## src/rtl/pong_match_ctrl.sv

```systemverilog
// Match sequencer for Pong: gates ball motion, serve delay, scores, winner.
// Latency: miss sampled at edge k -> score pulse / new score after edge k+1.
// Backpressure: none; event pulses are consumed or ignored the cycle they arrive.
//
// Ports:
//   clk, reset (async active-low)
//   start (debounced level, rising edge used), frame_tick, miss_left, miss_right
//   ball_run, serve_dir, score_pulse_l/r, score_l/r, game_over, winner, state
//
// Optional build macro: PONG_PAUSE_EN adds a PAUSE state (encoding 5) entered
// and left with the start button from SERVE or PLAY.
module pong_match_ctrl #(
  parameter int WIN_SCORE    = 9,
  parameter int SERVE_FRAMES = 60
) (
  input  logic       clk,
  input  logic       reset,
  input  logic       start,
  input  logic       frame_tick,
  input  logic       miss_left,
  input  logic       miss_right,
  output logic       ball_run,
  output logic       serve_dir,
  output logic       score_pulse_l,
  output logic       score_pulse_r,
  output logic [3:0] score_l,
  output logic [3:0] score_r,
  output logic       game_over,
  output logic       winner,
  output logic [2:0] state
);

  typedef enum logic [2:0] {
    S_IDLE  = 3'd0,
    S_SERVE = 3'd1,
    S_PLAY  = 3'd2,
    S_POINT = 3'd3,
    S_OVER  = 3'd4
`ifdef PONG_PAUSE_EN
    , S_PAUSE = 3'd5
`endif
  } state_t;

  localparam logic [7:0] CNT_LAST = 8'(SERVE_FRAMES - 1);
  localparam logic [3:0] WIN_VAL  = 4'(WIN_SCORE);

  state_t     state_r, state_nxt;
  logic       start_q;
  logic [7:0] cnt_r, cnt_nxt;
  logic       scorer_r, scorer_nxt;   // 1 = right player scored the pending point
  logic       ball_run_nxt, serve_dir_nxt;
  logic       pulse_l_nxt, pulse_r_nxt;
  logic [3:0] score_l_nxt, score_r_nxt;
  logic       game_over_nxt, winner_nxt;
  logic [3:0] inc_l, inc_r;
  logic       start_rise;
`ifdef PONG_PAUSE_EN
  logic       from_serve_r, from_serve_nxt;
`endif

  assign start_rise = start & ~start_q;
  assign inc_l      = score_l + 4'd1;
  assign inc_r      = score_r + 4'd1;

  always_comb begin
    state_nxt     = state_r;
    cnt_nxt       = cnt_r;
    scorer_nxt    = scorer_r;
    serve_dir_nxt = serve_dir;
    pulse_l_nxt   = 1'b0;
    pulse_r_nxt   = 1'b0;
    score_l_nxt   = score_l;
    score_r_nxt   = score_r;
    game_over_nxt = game_over;
    winner_nxt    = winner;
`ifdef PONG_PAUSE_EN
    from_serve_nxt = from_serve_r;
`endif

    case (state_r)
      S_IDLE: begin
        if (start_rise) begin
          score_l_nxt   = 4'd0;
          score_r_nxt   = 4'd0;
          serve_dir_nxt = 1'b0;
          cnt_nxt       = 8'd0;
          state_nxt     = S_SERVE;
        end
      end

      S_SERVE: begin
`ifdef PONG_PAUSE_EN
        if (start_rise) begin
          // Counter is left untouched so the serve wait resumes where it stopped.
          from_serve_nxt = 1'b1;
          state_nxt      = S_PAUSE;
        end else
`endif
        if (frame_tick) begin
          if (cnt_r == CNT_LAST) begin
            cnt_nxt   = 8'd0;
            state_nxt = S_PLAY;
          end else begin
            cnt_nxt = cnt_r + 8'd1;
          end
        end
      end

      S_PLAY: begin
`ifdef PONG_PAUSE_EN
        if (start_rise) begin
          from_serve_nxt = 1'b0;
          state_nxt      = S_PAUSE;
        end else
`endif
        // miss_left wins a simultaneous double miss; miss_right is dropped.
        if (miss_left) begin
          scorer_nxt = 1'b1;
          state_nxt  = S_POINT;
        end else if (miss_right) begin
          scorer_nxt = 1'b0;
          state_nxt  = S_POINT;
        end
      end

      S_POINT: begin
        // Next serve goes toward the player who conceded.
        if (scorer_r) begin
          pulse_r_nxt   = 1'b1;
          score_r_nxt   = inc_r;
          serve_dir_nxt = 1'b0;
          if (inc_r == WIN_VAL) begin
            game_over_nxt = 1'b1;
            winner_nxt    = 1'b1;
            state_nxt     = S_OVER;
          end else begin
            state_nxt = S_SERVE;
          end
        end else begin
          pulse_l_nxt   = 1'b1;
          score_l_nxt   = inc_l;
          serve_dir_nxt = 1'b1;
          if (inc_l == WIN_VAL) begin
            game_over_nxt = 1'b1;
            winner_nxt    = 1'b0;
            state_nxt     = S_OVER;
          end else begin
            state_nxt = S_SERVE;
          end
        end
      end

      S_OVER: begin
        if (start_rise) begin
          score_l_nxt   = 4'd0;
          score_r_nxt   = 4'd0;
          game_over_nxt = 1'b0;
          winner_nxt    = 1'b0;
          serve_dir_nxt = 1'b0;
          cnt_nxt       = 8'd0;
          state_nxt     = S_SERVE;
        end
      end

`ifdef PONG_PAUSE_EN
      S_PAUSE: begin
        if (start_rise) begin
          state_nxt = from_serve_r ? S_SERVE : S_PLAY;
        end
      end
`endif

      default: state_nxt = S_IDLE;
    endcase

    // Registered from the next state so ball_run tracks PLAY on the same edge.
    ball_run_nxt = (state_nxt == S_PLAY);
  end

  always_ff @(posedge clk or negedge reset) begin
    if (!reset) begin
      state_r       <= S_IDLE;
      start_q       <= 1'b0;
      cnt_r         <= 8'd0;
      scorer_r      <= 1'b0;
      ball_run      <= 1'b0;
      serve_dir     <= 1'b0;
      score_pulse_l <= 1'b0;
      score_pulse_r <= 1'b0;
      score_l       <= 4'd0;
      score_r       <= 4'd0;
      game_over     <= 1'b0;
      winner        <= 1'b0;
    end else begin
      state_r       <= state_nxt;
      start_q       <= start;
      cnt_r         <= cnt_nxt;
      scorer_r      <= scorer_nxt;
      ball_run      <= ball_run_nxt;
      serve_dir     <= serve_dir_nxt;
      score_pulse_l <= pulse_l_nxt;
      score_pulse_r <= pulse_r_nxt;
      score_l       <= score_l_nxt;
      score_r       <= score_r_nxt;
      game_over     <= game_over_nxt;
      winner        <= winner_nxt;
    end
  end

`ifdef PONG_PAUSE_EN
  always_ff @(posedge clk or negedge reset) begin
    if (!reset) begin
      from_serve_r <= 1'b0;
    end else begin
      from_serve_r <= from_serve_nxt;
    end
  end
`endif

  assign state = state_r;

endmodule

```

## config.mk

```make
export PLATFORM = sky130hd
export DESIGN_NAME = pong_match_ctrl
export DESIGN_NICKNAME = d
export VERILOG_FILES = /design/src/rtl/pong_match_ctrl.sv
export SDC_FILE = /design/constraint.sdc
export NUM_CORES = 1
export LEC_CHECK = 0
export CAP_MARGIN = 15
export CORE_UTILIZATION = 24
export CTS_CLUSTER_DIAMETER = 30
export DETAILED_ROUTE_END_ITERATION = 12
export GPL_ROUTABILITY_DRIVEN = 0
export SYNTH_ARGS = -nofsm -noshare
export SYNTH_HDL_FRONTEND = slang
export SYNTH_SLANG_ARGS = --single-unit
```

## constraint.sdc

```tcl
create_clock -name clk -period 3.5 [get_ports clk]
set_input_delay 0.525 -clock clk [delete_from_list [all_inputs] [get_ports clk]]
set_output_delay 0.525 -clock clk [all_outputs]
set_load 0.02 [all_outputs]
```

==> reports/qor.yml, run 1 <==
cts_inserted_buffers: 3
fin_nets: 177
cts_resized: 0
rsz0062_at_grt: "no"
grt_pass1_vias: 1041
post_cts_buffers: 0
cts_tree: "done"
crit_cells: 1
path_delay_family: "buffers and inverters"
core_um2: 5608
wl_per_cell_um: 11.89
utilization_pct: 31.21
synth_warnings: 0
ys_ff_latch: 27
cts_max_level: 1
io_pins: 23
cp-endpoint: "state[0]"
peakVddDrop_mv: 0.1610
gr-total-overflow: 0
p_leak_nw: 0.7120
dieArea_um2: 6202
critPathMaxFanout: 15
final_cell_mix: "dfrtp_1, clkdlybuf4s50_1, nand2_1"
hold_buffers: 0
reg2reg_depth: 6
dieWidth_um: 78.76
tns_ns: 0
hp-class: "flop to flop"
clk_latency_ns: 0.27
synth_edf_count: 0
slowest_stage: "clkdlybuf4s50_1"
min-delay-start: "cnt_r[0]"
io_buffers: 22
ys_types: 37
cap_violations: 0
root_buffer: "clkbuf_8"
routed_via_density: 4.667
grt_pass1_wl_mm: 4.954
worstPathCellList: "clkdlybuf4s50_1"
ff2ff_setup_slack_ns: 1.64
routed_wl_mm: 2.818
timing.rr.end: "winner"
clk_pin_slew_ns: 0.09
endpoint_kind: "output pin"
syn_area_um2: 1414
mostFrequentLayoutCell: "dfrtp_1"
cp-start-kind: "flop"
worstPathArrival_ns: 1.65
cp-startpoint: "state[0]"
cp.required_ns: 2.97
maxSlewViolCount: 0
fmax_mhz: 459.0
status: "complete, no violations"
crit_type: "flop to output pin"
tightest_slew_ns: 0.5133
fp-row-count: 27
synthesis.nets: 153
die_h_um: 78.76
syn2layout_area_growth_pct: 23.81
synth_seq_area_share_pct: 47.79
grt_usage_pct: 10.23
max_slew_margin_pct: 65.78
slowest_delay_ns: 0.70
fin_crit_ns: 2.179
antenna_cells: 0
drt-initial-drc-count: 41
vias: 1106
drive_gt1_share_pct: 7.273
fin_crit_sh_pct: 62.25
dp_hpwl_mm: 2.077
async_reset_ff_share_pct: 100.0
syn-instance-count: 142
drc: 0
holdWs_ns: 0.5132
hold_viol: 0
start_util_pct: 25.21
powerDensity_nw_per_um2: 402.2
cts_sinks: 27
synthFlopType: "dfrtp_1"
postSynthAreaPerCell_um2: 9.957
ant_nets: 0
grt_antenna_before_repair: 0
grt_max_degree: 28
timing.rr.start: "score_l[0]"
first_pass_iters: 4
finalClockSkew_ns: 0.004102
critPathBufInv: 1
setup_violations: 0
clock_path_buffers: 2
==> worst min-delay path by stage <==
stage | cells after the start | slack (ns) | endpoint
after floorplan | 0 | 0.23 | ball_run
after global placement | 1 | 0.50 | cnt_r[0]
after detailed placement | 1 | 0.50 | cnt_r[0]
after CTS | 1 | 0.52 | cnt_r[0]
after global routing | 1 | 0.54 | cnt_r[0]
final | 1 | 0.51 | cnt_r[0]
==> cell type report <==
class / count / area [µm²]
Fill cell: 623 / 3857
Clock buffer: 4 / 45.04
Sequential cell: 27 / 675.6
Timing Repair Buffer: 23 / 227.7
Multi-Input combinational cell: 101 / 674.4
Tap cell: 72 / 90.09
Inverter: 10 / 37.54
==> cell families after synthesis <==
| family | share of synthesized area, % |
|---|---|
| flops | 47.79 |
| xor+xnor | 5.576 |
| simple gates | 23.27 |
| buf+inv | 4.513 |
| compound gates | 13.63 |
| fa+ha+maj | 4.425 |
| mux | 0.7964 |
==> synth_stat cells (2+ instances only) <==
cell type  instances  area share [%]
nor2_1            14             3.7
nor3_2             2             1.4
xor2_1             2             1.2
nor3_1             2            0.71
a22o_1             2             1.2
xnor2_1            7             4.3
nand2b_1           4             1.8
inv_1             10             2.7
a21oi_1            4             1.4
nand4_1            3             1.3
buf_2              3             1.1
nand3_1            7             2.5
a31oi_1            2            0.88
nand3b_1           2             1.1
o21ai_1            8             2.8
ha_1               5             4.4
o21ai_0            4             1.4
dfrtp_1           27              48
nand2_1           15             4.0
o31ai_1            2             1.1
==> sequential cells by signal, indices dropped and copies added, names as in the netlist <==
register / flops
serve_dir: 1
game_over: 1
score_pulse_l: 1
score_r: 4
score_l: 4
ball_run: 1
winner: 1
scorer_r: 1
cnt_r: 8
start_q: 1
score_pulse_r: 1
state: 3
==> report_power, final <==
group          internal, W  total, W  switching (W)
clock            0.0000817  0.000181      0.0000989
sequential        0.000343  0.000384      0.0000414
combinational    0.0000657  0.000140      0.0000739
==> through the flow <==
step / setup slack (ns) / cell area, µm² / power, W / instances
5_1_grt: 1.239 / 1750 / 0.0007434 / 237
2_1_floorplan: 1.742 / 1414 / 0.0004796 / 142
4_1_cts: 1.319 / 1750 / 0.0007141 / 237
3_5_place_dp: 1.345 / 1705 / 0.0005312 / 233
6_report: 1.321 / 1750 / 0.0007041 / 237
3_3_place_gp: 1.396 / 1705 / 0.0005303 / 233
==> routing by layer <==
layer  wire (µm)  share of wire [%]  vias to the layer above  track usage [%]
li1            -                  -                      544                -
met1        1494                 53                      530            14.53
met2        1143                 41                       28            14.87
met3         144                5.1                        4            2.759
met4          35                1.2                        0            3.333
met5           0                  0                        -                0
Note: power is estimated with default switching activity, not from simulation.
==> run 2: changes to the inputs <==
==> constraint.sdc (replaced) <==
create_clock -name clk -period 2.1 [get_ports clk]
set_input_delay 0.315 -clock clk [delete_from_list [all_inputs] [get_ports clk]]
set_output_delay 0.315 -clock clk [all_outputs]
set_load 0.02 [all_outputs]
==> reports/qor.yml, run 2 (same netlist as run 1, synthesis figures left out) <==
finalClockSkew_ns: 0.004238  # was 0.004102 ns
fmax_mhz: 507.3
fin_ws_ns: 0.1289  # was 1.321 ns
gr-total-overflow: 0  # unchanged
instances_no_fill: 240  # was 237
slowest_delay_ns: 0.71  # was 0.70 ns
die_h_um: 78.76  # unchanged
hold_viol: 0  # unchanged
hp-class: "input pin to async pin"  # was flop to flop
dieWidth_um: 78.76  # unchanged
io_buffers: 22  # unchanged
cts_sinks: 27  # unchanged
first_pass_iters: 4  # unchanged
path_delay_family: "buffers and inverters"  # unchanged
hold_buffers: 0  # unchanged
post_cts_buffers: 0  # unchanged
cp.required_ns: 1.78  # was 2.97 ns
powerDensity_nw_per_um2: 665.2  # was 402.2 nW/µm²
dp_hpwl_mm: 2.115  # was 2.077 mm
drc: 0  # unchanged
worstPathCellList: "clkdlybuf4s50_1"  # unchanged
p_leak_nw: 0.7283  # was 0.7120 nW
swShare_pct: 30.72  # was 30.41%
maxSlewViolCount: 0  # unchanged
worstPathArrival_ns: 1.66  # was 1.65 ns
setup_violations: 0  # unchanged
seq_power_share_pct: 54.4  # was 54.5%
wl_per_cell_um: 12.00  # was 11.89 µm
cap_violations: 0  # unchanged
grt_max_degree: 28  # unchanged
vias: 1099  # was 1106
cts_tree: "done"  # unchanged
core_um2: 5608  # unchanged
combPwrFrac_pct: 19.8  # about the same
io_pins: 23  # unchanged
final_cell_mix: "dfrtp_1, clkdlybuf4s50_1, nand2_1"  # unchanged
drt-initial-drc-count: 82  # was 41
cts_inserted_buffers: 3  # unchanged
regMostFlops: "cnt_r"  # unchanged
critPathMaxFanout: 15  # unchanged
tightest_slew_ns: 0.5073  # was 0.5133 ns
grt_usage_pct: 10.57  # was 10.23%
p_sw_w: 0.0003623  # was 0.0002141 W
ant_nets: 0  # unchanged
clock_path_buffers: 2  # unchanged
dp.cells: 236  # was 233
status: "complete, no violations"  # unchanged
start_util_pct: 25.21  # unchanged
cts_resized: 0  # unchanged
dieArea_um2: 6202  # unchanged
routed_wl_mm: 2.879  # was 2.818 mm
rsz0062_at_grt: "no"  # unchanged
antenna_cells: 0  # unchanged
largest_reg_flops: 8  # unchanged
fin_crit_sh_pct: 93.86
fp-row-count: 27  # unchanged
max_slew_margin_pct: 66.18  # was 65.78%
root_buffer: "clkbuf_8"  # unchanged
syn2layout_area_growth_pct: 25.40  # was 23.81%
drive_gt1_share_pct: 8.929  # was 7.273%
tns_ns: 0  # unchanged
fin_crit_ns: 1.971
grt_antenna_before_repair: 0  # unchanged
slowest_stage: "clkdlybuf4s50_1"  # unchanged
intPower_w: 0.0008170  # was 0.0004900 W
grt_pass1_wl_mm: 5.133  # was 4.954 mm
endpoint_kind: "output pin"  # unchanged
cts_max_level: 1  # unchanged
clk_latency_ns: 0.28  # was 0.27 ns
cp-start-kind: "flop"  # unchanged
critPathBufInv: 1  # unchanged
p_clk_share_pct: 25.8  # was 25.6%
routed_via_density: 4.579  # was 4.667
peakVddDrop_mv: 0.2868  # was 0.1610 mV
grt_pass1_vias: 1060  # was 1041
largestRegisters: "cnt_r: 8 flops, score_l: 4 flops, score_r: 4 flops"  # unchanged
clk_pin_slew_ns: 0.10  # was 0.09 ns
crit_type: "flop to output pin"  # unchanged
mostFrequentLayoutCell: "dfrtp_1"  # unchanged
pre_cts_ws_ns: 0.1521  # was 1.345 ns
fin_nets: 180  # was 177
==> run 2: cell count changes in the layout (fill, tap and decap cells not counted), sizes merged <==
cell | before | now
buf | 1 | 4
==> run 2: area by class of cell <==
class                           instances  area [µm²]
Inverter                               10       37.54
Sequential cell                        27       675.6
Clock buffer                            4       45.04
Multi-Input combinational cell        101       674.4
Timing Repair Buffer                   26       250.2
Tap cell                               72       90.09
Fill cell                             606        3835
==> run 2: layer usage <==
metal  routed length [µm]  vias to the layer above  global-route usage (%)
met5                    0                        -                       0
met4                   38                        0                   3.519
met3                  115                        5                   2.299
met2                 1153                       23                   14.78
met1                 1572                      517                   15.81
li1                     -                      554                       -
==> run 2: through the flow <==
| step | utilization, % | instance area (µm²) | hold WS [ns] | total power (W) |
|---|---|---|---|---|
| 2_1_floorplan | - | 1414 | 0.01941 | 0.0007994 |
| 3_3_place_gp | 30.81 | 1728 | 0.5015 | 0.0008848 |
| 3_5_place_dp | 30.81 | 1728 | 0.5067 | 0.0008868 |
| 4_1_cts | 31.62 | 1773 | 0.4364 | 0.001190 |
| 5_1_grt | 31.62 | 1773 | 0.4618 | 0.001251 |
| 6_report | 31.62 | 1773 | 0.4157 | 0.001179 |
==> run 2: worst paths after layout <==
kind                             from          to  slack, ns  cells after the start
setup reg to reg           score_l[1]      winner       0.26                      6
min in group clk             cnt_r[0]    cnt_r[0]       0.52                      1
hold / removal                  reset  score_r[3]       0.42                      2
setup / recovery             state[0]    state[0]       0.13                      1
max in group asynchronous       reset    cnt_r[1]       1.43                      2
hold reg to reg              cnt_r[0]    cnt_r[0]       0.52                      1
==> run 2: power by group through the flow <==
stage / registers (W) / clock network, W / logic (W)
after floorplan: 0.000645 / 0 / 0.000154
after global placement: 0.000648 / 0 / 0.000237
after detailed placement: 0.000650 / 0 / 0.000237
after CTS: 0.000641 / 0.000311 / 0.000238
after global routing: 0.000652 / 0.000336 / 0.000262
final: 0.000642 / 0.000304 / 0.000233
==> run 3: changes to the inputs <==
--- a/config.mk
+++ b/config.mk
@@ -6,6 +6,7 @@
 export NUM_CORES = 1
 export LEC_CHECK = 0
 export CAP_MARGIN = 15
+export CORE_MARGIN = 4
 export CORE_UTILIZATION = 24
 export CTS_CLUSTER_DIAMETER = 30
 export DETAILED_ROUTE_END_ITERATION = 12
==> reports/qor.yml, run 3 (same netlist as run 1, synthesis figures left out) <==
cts_sinks: 27  # unchanged
worstPathArrival_ns: 1.63  # was 1.66 ns
cp-start-kind: "flop"  # unchanged
first_pass_iters: 4  # unchanged
hp-class: "input pin to async pin"  # unchanged
endpoint_kind: "output pin"  # unchanged
clk_pin_slew_ns: 0.09  # was 0.10 ns
cp.required_ns: 1.78  # about the same
powerDensity_nw_per_um2: 665.3  # was 665.2 nW/µm²
cts_resized: 0  # unchanged
final_area_um2: 1750  # was 1773 µm²
clk_latency_ns: 0.27  # was 0.28 ns
syn2layout_area_growth_pct: 23.81  # was 25.40%
grt_pass1_wl_mm: 4.947  # was 5.133 mm
finalClockSkew_ns: 0.003079  # was 0.004238 ns
fin_crit_ns: 1.942  # was 1.971 ns
ant_nets: 0  # unchanged
dieWidth_um: 84.76  # was 78.76 µm
peakVddDrop_mv: 0.2484  # was 0.2868 mV
status: "complete, no violations"  # unchanged
wl_per_cell_um: 12.08  # was 12.00 µm
drt-initial-drc-count: 25  # was 82
grt_pass1_vias: 1042  # was 1060
core_um2: 5608  # unchanged
grt_max_degree: 28  # unchanged
root_buffer: "clkbuf_8"  # unchanged
instances_no_fill: 237  # was 240
post_cts_buffers: 0  # unchanged
fin_nets: 177  # was 180
crit_type: "flop to output pin"  # unchanged
clock_path_buffers: 2  # unchanged
tightest_slew_ns: 0.4936  # was 0.5073 ns
gr-total-overflow: 0  # unchanged
mostFrequentLayoutCell: "dfrtp_1"  # unchanged
nFillCells: 597  # was 606
slowest_stage: "clkdlybuf4s50_1"  # unchanged
start_util_pct: 25.21  # unchanged
routed_via_density: 4.595  # was 4.579
maxSlewViolCount: 0  # unchanged
cts_inserted_buffers: 3  # unchanged
dp.cells: 233  # was 236
cts_tree: "done"  # unchanged
regMostFlops: "cnt_r"  # unchanged
hold_viol: 0  # unchanged
io_pins: 23  # unchanged
fmax_mhz: 515.0  # was 507.3 MHz
cap_violations: 0  # unchanged
fin_crit_sh_pct: 92.46  # was 93.86%
slowest_delay_ns: 0.70  # was 0.71 ns
p_leak_nw: 0.7120  # was 0.7283 nW
largest_reg_flops: 8  # unchanged
io_buffers: 22  # unchanged
dp_hpwl_mm: 2.125  # was 2.115 mm
drc: 0  # unchanged
largestRegisters: "cnt_r: 8 flops, score_l: 4 flops, score_r: 4 flops"  # unchanged
antenna_cells: 0  # unchanged
rsz0062_at_grt: "no"  # unchanged
cts_max_level: 1  # unchanged
fp-row-count: 27  # unchanged
pre_cts_ws_ns: 0.1489  # was 0.1521 ns
die_h_um: 84.76  # was 78.76 µm
path_delay_family: "buffers and inverters"  # unchanged
routed_wl_mm: 2.862  # was 2.879 mm
dieArea_um2: 7183  # was 6202 µm²
grt_usage_pct: 8.442  # was 10.57%
hold_buffers: 0  # unchanged
holdWs_ns: 0.4197  # was 0.4157 ns
max_slew_margin_pct: 67.09  # was 66.18%
final_cell_mix: "dfrtp_1, clkdlybuf4s50_1, nand2_1"  # unchanged
vias: 1089  # was 1099
postPlaceCellArea_um2: 1705  # was 1728 µm²
critPathMaxFanout: 15  # unchanged
drive_gt1_share_pct: 7.273  # was 8.929%
fin_ws_ns: 0.1584  # was 0.1289 ns
grt_antenna_before_repair: 0  # unchanged
worstPathCellList: "clkdlybuf4s50_1"  # unchanged
tns_ns: 0  # unchanged
critPathBufInv: 1  # unchanged
setup_violations: 0  # unchanged
-- run 3: cell count changes in the layout (fill, tap and decap cells not counted), sizes merged --
cell	previous run	this run
buf	4	1
-- run 3: final cells by class --
class / count / area (µm²) / share of cell area (%)
tap: 72 / 90.09 / 5.147
timing repair buffer: 23 / 227.7 / 13.01
sequential: 27 / 675.6 / 38.60
clock buffer: 4 / 45.04 / 2.573
multi-input combinational: 101 / 674.4 / 38.53
inverter: 10 / 37.54 / 2.144
-- run 3: where the power goes --
part	total, W	switching [W]	internal (W)
Clock	0.000291	0.000155	0.000136
Combinational	0.000235	0.000126	0.000110
Sequential	0.000638	0.0000674	0.000571
-- run 3: path summary, 6_finish.rpt --
kind	end	from	depth (start not counted)	slack, ns
worst max-delay path	state[0]	state[0]	1	0.16
worst min-delay path	score_l[2]	reset	2	0.42
worst max register to register	winner	score_l[0]	6	0.26
worst min register to register	cnt_r[0]	cnt_r[0]	1	0.51
max in group asynchronous	cnt_r[1]	reset	2	1.43
min in group clk	cnt_r[0]	cnt_r[0]	1	0.51
-- run 3: through the flow --
step                utilization, %  total power [W]
floorplan                        -        0.0007994
global placement             30.41        0.0008838
detailed placement           30.41        0.0008876
CTS                          31.21         0.001185
global route                 31.21         0.001242
finish                       31.21         0.001165
-- run 3: per-layer routing --
layer	share of wire (%)	vias up	global-route usage [%]
li1	-	540	-
met4	0.52	0	2.158
met3	5.8	2	2.846
met1	49	527	11.22
met5	0	-	0
met2	45	20	13.17
